<file path="config.mk">
export PLATFORM = sky130hd
export DESIGN_NAME = uc_registra_tiros
export DESIGN_NICKNAME = d
export VERILOG_FILES = /design/src/rtl/pkg_astrogenius.sv /design/src/rtl/tabela_ocupacao_tiros.sv /design/src/rtl/uc_registra_tiros.sv
export SDC_FILE = /design/constraint.sdc
export NUM_CORES = 1
export LEC_CHECK = 0
export ABC_AREA = 0
export CORE_ASPECT_RATIO = 1.75
export CORE_MARGIN = 1
export CORE_UTILIZATION = 49
export DETAILED_ROUTE_END_ITERATION = 16
export GPL_ROUTABILITY_DRIVEN = 0
export PLACE_DENSITY = 0.84
export SLEW_MARGIN = 30
export SYNTH_ARGS = -nofsm -noshare
export SYNTH_HDL_FRONTEND = slang
export SYNTH_HIERARCHICAL = 1
export SYNTH_SLANG_ARGS = --single-unit
</file>
<file path="constraint.sdc">
create_clock -name clock -period 2.7 [get_ports clock]
set_input_delay 0.27 -clock clock [delete_from_list [all_inputs] [get_ports clock]]
set_output_delay 0.27 -clock clock [all_outputs]
set_load 0.02 [all_outputs]
</file>
<file path="src/rtl/pkg_astrogenius.sv">
// Shared definitions of the astrogenius game datapath:
// control-unit state codes and shot-table constants.
package pkg_astrogenius;

    localparam int N_TIROS_PAD = 4;
    localparam int W_DIR_PAD   = 3;
    localparam int W_POS_PAD   = 5;

    localparam logic [4:0] POS_X_INI_PAD = 5'd16;
    localparam logic [4:0] POS_Y_INI_PAD = 5'd16;

    localparam logic [3:0] DB_ERRO = 4'hF;

    typedef enum logic [3:0] {
        ESPERA = 4'd0,
        BUSCA  = 4'd1,
        GRAVA  = 4'd2,
        FIM    = 4'd3
    } estado_t;

endpackage

</file>
<file path="src/rtl/tabela_ocupacao_tiros.sv">
// Shot-slot occupancy bitmap; a set and a clear
// of the same slot at the same edge leaves it set.
module tabela_ocupacao_tiros #(
    parameter int N_TIROS = 4,
    parameter int W_IDX   = 2
) (
    input  logic               clock,
    input  logic               reset_n,
    input  logic               limpa,
    input  logic               set,
    input  logic [W_IDX-1:0]   set_idx,
    input  logic               clr,
    input  logic [W_IDX-1:0]   clr_idx,
    output logic [N_TIROS-1:0] ocupados
);

    localparam logic [N_TIROS-1:0] UM = N_TIROS'(1);

    logic [N_TIROS-1:0] set_mask;
    logic [N_TIROS-1:0] clr_mask;

    assign set_mask = set ? (UM << set_idx) : '0;
    assign clr_mask = clr ? (UM << clr_idx) : '0;

    always_ff @(posedge clock or negedge reset_n) begin
        if (!reset_n) begin
            ocupados <= '0;
        end else if (limpa) begin
            ocupados <= '0;
        end else begin
            ocupados <= (ocupados & ~clr_mask) | set_mask;
        end
    end

endmodule

</file>
<file path="src/rtl/uc_registra_tiros.sv">
// Shot-registration control: finds the lowest free slot,
// writes the new shot into the table and reports back.
module uc_registra_tiros
    import pkg_astrogenius::*;
#(
    parameter int         N_TIROS       = N_TIROS_PAD,
    parameter int         W_IDX         = $clog2(N_TIROS),
    parameter int         W_DIR         = W_DIR_PAD,
    parameter int         W_POS         = W_POS_PAD,
    parameter logic [W_POS-1:0] POS_X_INICIAL = POS_X_INI_PAD,
    parameter logic [W_POS-1:0] POS_Y_INICIAL = POS_Y_INI_PAD
) (
    input  logic                     clock,
    input  logic                     reset_n,
    input  logic                     limpa,
    input  logic                     iniciar,
    input  logic [W_DIR-1:0]         direcao,
    input  logic                     libera_tiro,
    input  logic [W_IDX-1:0]         libera_idx,
    output logic                     we_tiro,
    output logic [W_IDX-1:0]         endereco_tiro,
    output logic [W_DIR+2*W_POS-1:0] dado_tiro,
    output logic                     fim_registra_tiros,
    output logic                     tiro_descartado,
    output logic [N_TIROS-1:0]       ocupados,
    output logic [3:0]               db_estado
);

    localparam logic [W_IDX-1:0] IDX_MAX = W_IDX'(N_TIROS - 1);

    estado_t                  estado, prox;
    logic [W_IDX-1:0]         idx, idx_prox;
    logic [W_DIR-1:0]         dir_q, dir_prox;
    logic                     desc_q, desc_prox;
    logic                     carrega;
    logic [W_IDX-1:0]         end_q;
    logic [W_DIR+2*W_POS-1:0] dado_q;

    always_ff @(posedge clock or negedge reset_n) begin
        if (!reset_n) begin
            estado <= ESPERA;
            idx    <= '0;
            dir_q  <= '0;
            desc_q <= 1'b0;
            end_q  <= '0;
            dado_q <= '0;
        end else if (limpa) begin
            estado <= ESPERA;
            idx    <= '0;
            dir_q  <= '0;
            desc_q <= 1'b0;
            end_q  <= '0;
            dado_q <= '0;
        end else begin
            estado <= prox;
            idx    <= idx_prox;
            dir_q  <= dir_prox;
            desc_q <= desc_prox;
            // Write port is loaded on entry to GRAVA and then held
            if (carrega) begin
                end_q  <= idx;
                dado_q <= {dir_q, POS_Y_INICIAL, POS_X_INICIAL};
            end
        end
    end

    always_comb begin
        prox      = estado;
        idx_prox  = idx;
        dir_prox  = dir_q;
        desc_prox = desc_q;
        carrega   = 1'b0;
        case (estado)
            ESPERA: begin
                if (iniciar) begin
                    dir_prox  = direcao;
                    idx_prox  = '0;
                    desc_prox = 1'b0;
                    prox      = BUSCA;
                end
            end
            BUSCA: begin
                if (!ocupados[idx]) begin
                    carrega = 1'b1;
                    prox    = GRAVA;
                end else if (idx == IDX_MAX) begin
                    desc_prox = 1'b1;
                    prox      = FIM;
                end else begin
                    idx_prox = idx + 1'b1;
                end
            end
            GRAVA:   prox = FIM;
            FIM:     prox = ESPERA;
            default: prox = ESPERA;
        endcase
    end

    assign we_tiro            = (estado == GRAVA);
    assign fim_registra_tiros = (estado == FIM);
    assign tiro_descartado    = (estado == FIM) && desc_q;
    assign endereco_tiro      = end_q;
    assign dado_tiro          = dado_q;

    always_comb begin
        db_estado = DB_ERRO;
        case (estado)
            ESPERA:  db_estado = 4'd0;
            BUSCA:   db_estado = 4'd1;
            GRAVA:   db_estado = 4'd2;
            FIM:     db_estado = 4'd3;
            default: db_estado = DB_ERRO;
        endcase
    end

    tabela_ocupacao_tiros #(
        .N_TIROS (N_TIROS),
        .W_IDX   (W_IDX)
    ) u_tabela (
        .clock    (clock),
        .reset_n  (reset_n),
        .limpa    (limpa),
        .set      (estado == GRAVA),
        .set_idx  (idx),
        .clr      (libera_tiro),
        .clr_idx  (libera_idx),
        .ocupados (ocupados)
    );

endmodule

</file>
# --- After elaboration in Yosys (flattened, before gate mapping) ---
# Index checks and enable logic that the tools add are counted.
classes:
  add_sub_neg: 1
  shifts: 2
  n_mux: 30
  n_eq_ne: 9
  n_reduce_logical: 10
  bitwise_logic: 3
  magnitude_cmp: 1
ops:
  columns: ["cell", "count"]
  rows:
  - ["$mux W4", 7]
  - ["$mux W13", 2]
  - ["$pmux W4 S4", 1]
  - ["$mux W2", 6]
  - ["$ne A3 B3 Y1 const B", 4]
  - ["$pmux W4 S3", 1]
  - ["$mux W3", 3]
  - ["$eq A4 B2 Y1 const B", 2]
  - ["$reduce_and A4 Y1", 2]
  - ["$shl A1 B2 Y4 const A", 2]
  - ["$mux W1", 7]
  - ["$reduce_bool A2 Y1", 3]
  - ["$and A4 B4 Y4", 1]
  - ["$eq A4 B1 Y1 const B", 1]
  - ["$logic_not A4 Y1", 1]
  - ["$ne A4 B4 Y1 const B", 1]
  - ["$not A4 Y4", 1]
  - ["$or A4 B4 Y4", 1]
  - ["$pmux W2 S2", 1]
  - ["$reduce_and A2 Y1", 2]
  - ["$lt A2 B3 Y1 const B", 1]
  - ["$reduce_bool A3 Y1", 1]
  - ["$add A2 B1 Y2 const B", 1]
  - ["$bmux W1 S2", 1]
  - ["other kinds (3)", 3]
word_totals:
  regBits: 29
  output_inout_bits: 26
  wordCells: 63
  input_bits: 10

# --- Logic depth before layout (Yosys ltp) ---
logic_depth:
  ltp_word: 6
  mapped_depth: 7
  depth_no_buf: 6

# --- By module ---
# Netlist, hierarchy kept.
modules_own_cells:
  columns: ["mod", "instances", "area_per_inst_um2", "cells_per_inst", "seq_area_each_um2"]
  rows:
  - ["uc_registra_tiros", 1, 933.4, 100, 350.3]
  - ["tabela_ocupacao_tiros", 1, 201.4, 18, 100.1]

# --- Worst setup path after synthesis ---
# OpenSTA, ideal clock, no wires.
synth_timing:
  kind: "register to output"
  from: "register estado[0]"
  to: "output db_estado[3]"
  required_ps: 2430
  arrival_ps: 1914
  slack_ps: 516
  path_stages_with_launch: 6
  n_path_buf: 2
  path_cell_list: "dfrtp_1 -> inv_1 -> ha_1 -> clkbuf_1 -> nor4_1 -> buf_4"
synth_via:
  elab_chain_len: 2
  word_cells_on_any_way: 5
  cone_classes: "eq/ne: 3; mux: 1; reduce/logical: 1"
synth_lines:
  columns: ["element", "line_no", "source"]
  rows:
  - ["start: declaration", "uc_registra_tiros.sv:31", "estado_t estado, prox;"]
  - ["start signal: assignment", "uc_registra_tiros.sv:55", "estado <= prox;"]
  - ["$eq A4 B2 Y1, or another cell as far along", "uc_registra_tiros.sv:107", "case (estado)"]
  - ["$pmux W4 S4 (*)", "uc_registra_tiros.sv:107", null]
  - ["end: declaration", "uc_registra_tiros.sv:26", "output logic [3:0] db_estado"]
# Mark *: on every way between the ends. The rest lies on a longest branch, timed or not.

# --- Worst setup path in the final report ---
layout_timing:
  from: "register estado[0]"
  to: "output db_estado[2]"
# Same word-level chain as after synthesis.

==> results.cfg <==
[yosys]
netlist_top_cells_area = dfrtp_1, buf_4, ha_1
synth_common_cells = dfrtp_1, buf_4, inv_1
ys_types = 37
synth_top_area_cell = dfrtp_1
yosysSeqAreaShare_pct = 39.7
ys_ff_latch = 18
synth_most_common_cell = dfrtp_1
async_flop_share_pct = 100
synth_top_area_share_pct = 39.7
ys_warn_count = 6
syn-cell-area_mm2 = 0.00113
ys.flop_type = dfrtp_1
syn_area_per_cell_um2 = 9.62
synth_cells = 118
synth_edf_count = 0

[routing]
wl_um = 2410
route.vias.total = 931
antenna_left = 0
wl_per_cell_um = 14.5
viasPerCell = 5.61
drt_iter0_markers = 31
dr.pass1.iters = 5
drc_errors = 0

[cts]
cts-resized-gates = 0
htree_levels = 1
clock_latency_ns = 0.30
cts_made_buffers = 3
tritoncts = yes
cts_setup_buffers = 0
hold_buffers = 0
cts_buffer_depth = 2
cts.sinks = 18
clk_pin_slew_ns = 0.10
clockRootBuffer = clkbuf_4

[global_routing]
grt_max_degree = 22
grt_overflow = 0
antenna_found_initial = 0
grt_pass1_wl_um = 3990
grt.total_usage_pct = 22.6
grt_pass1_vias = 941

[timing]
hold_viol_final = 0
period_share_pct = 91.6
skew_ns = 0.00390
slew_violations = 0
fin_crit_ns = 2.47
tns_ns = 0
final-setup-viol-count = 0
fmax_mhz = 404
tightest_slew_ns = 0.789
relSlewSlack_pct = 47.3
rsz0062_at_grt = no

[die]
rows = 22
fp.coreArea_mm2 = 0.00215
dieWidth_um = 38.4
initial_core_util_pct = 52.9
die_h_um = 65.7
dieArea_mm2 = 0.00252
pin_count = 36

[worst_setup_path]
required_ns = 2.43
crit_chain = inv_1 > ha_1 > nor4_1 > clkdlybuf4s50_1
critPathLaunchType = flop
path_delay_family = buffers and inverters
worstPathMaxFanout = 12
cpPeakStageDelay_ns = 0.67
critPathArrivalTime_ns = 2.20
crit_buf_inv = 2
path_class = reg -> out
crit_path_end_kind = output pin
crit_slowest_cell = clkdlybuf4s50_1

[power]
p_leak_uw = 0.000638
p_clk_share_pct = 18.7
combPwrFrac_pct = 46.5
powerDensity_mw_per_mm2 = 649
p_seq_share_pct = 34.9
intPower_uw = 565
switching_share_pct = 37.7
power.total_uw = 906
vdd_drop_max_mv = 0.511
p_switching_uw = 341

[cells_and_area]
stdcell_area_mm2 = 0.00140
area_growth_pct = 23.0
drive_above_1_share_pct = 7.75
layout.cells.non_filler = 166
fill_cells = 195
post-route-util_pct = 65.0
diodes = 0
num-nets-final = 158

[placed_design]
port_buffers = 27
dp_hpwl_um = 1870
place_inst = 162
placed_cell_area_mm2 = 0.00136

[job]
cap_violations = 0

[worst_hold_path]
hold_path_class = in -> async

[status]
status = finished clean
## cell families (layout without fill, tap and decap cells)
logic type	after synthesis	after routing	share of synthesized area, %
AO/OA/AOI/OAI	23	23	13.7
other	1	8	0.330
AND/OR/NAND/NOR	38	38	19.3
flip-flops	18	18	39.7
adder cells (fa/ha/maj)	5	5	5.51
buffers and inverters	24	41	12.2
multiplexers	9	9	9.26
## worst reg2reg max path, cell delays in order (launching register included)
cell and delay (ns):
dfrtp_1 0.44, inv_1 0.11, ha_1 0.37, nor2b_1 0.31, or3_1 0.15, a211oi_1 0.07
a311o_1 0.37
## sequential cells by signal, indices dropped and copies added (netlist names)
signal / count
dado_tiro: 4
u_tabela/ocupados: 4
dir_q: 3
endereco_tiro: 2
estado: 2
idx: 2
desc_q: 1
## path summary, 6_finish.rpt
kind,cells after the start,from,slack [ns],endpoint
setup / recovery,4,estado[0]$_DFFE_PN0P_,0.23,db_estado[2]
hold / removal,1,reset_n,0.41,dado_tiro[11]$_DFFE_PN0P_
setup reg to reg,6,estado[0]$_DFFE_PN0P_,0.77,estado[0]$_DFFE_PN0P_
hold reg to reg,2,dir_q[0]$_DFFE_PN0P_,0.53,dir_q[0]$_DFFE_PN0P_
max in group asynchronous,1,reset_n,1.79,u_tabela/ocupados[3]$_DFF_PN0_
min in group clock,3,direcao[0],0.53,dir_q[0]$_DFFE_PN0P_
## per-stage QoR
step	hold WS, ns	setup WS (ns)
2_1_floorplan	-0.0256	0.516
3_3_place_gp	0.502	0.644
3_5_place_dp	0.518	0.582
4_1_cts	0.443	0.231
5_1_grt	0.482	0.0520
6_report	0.413	0.228
## placed cells by master, fill, tap and decap left out, types with 2 or more instances in the layout
cell type	instances
mux2i_1	6
and3b_2	2
a21oi_1	7
nand3b_1	3
nor2b_1	2
ha_1	5
dfrtp_1	18
a32o_1	2
nand3_1	3
clkdlybuf4s50_1	27
nor2_1	9
a211oi_1	2
clkbuf_4	3
mux2_2	2
nor3b_1	2
o21ai_0	5
o32ai_1	2
nand2_1	8
conb_1	8
inv_1	10
## per-layer routing
metal  global-route usage, %  wire (µm)  vias up
met2                    41.9       1390       26
met5                       0          0        -
met4                    13.4         84        0
met3                    3.38         73        7
li1                        -          -      446
met1                    21.4        859      452
## cell type report
type	count	area, µm²	area share [%]
Sequential cell	18	450	32.3
Timing Repair Buffer	27	270	19.4
Clock buffer	4	36.3	2.60
Tap cell	24	30.0	2.15
Multi-Input combinational cell	83	572	40.9
Inverter	10	37.5	2.69
## power by group through the flow
stage	Combinational, µW	Clock, µW	Sequential, µW
floorplan	287	0	329
global placement	409	0	319
detailed placement	421	0	322
CTS	422	174	316
global route	456	187	320
finish	421	169	316
(Power assumes the default switching activity.)
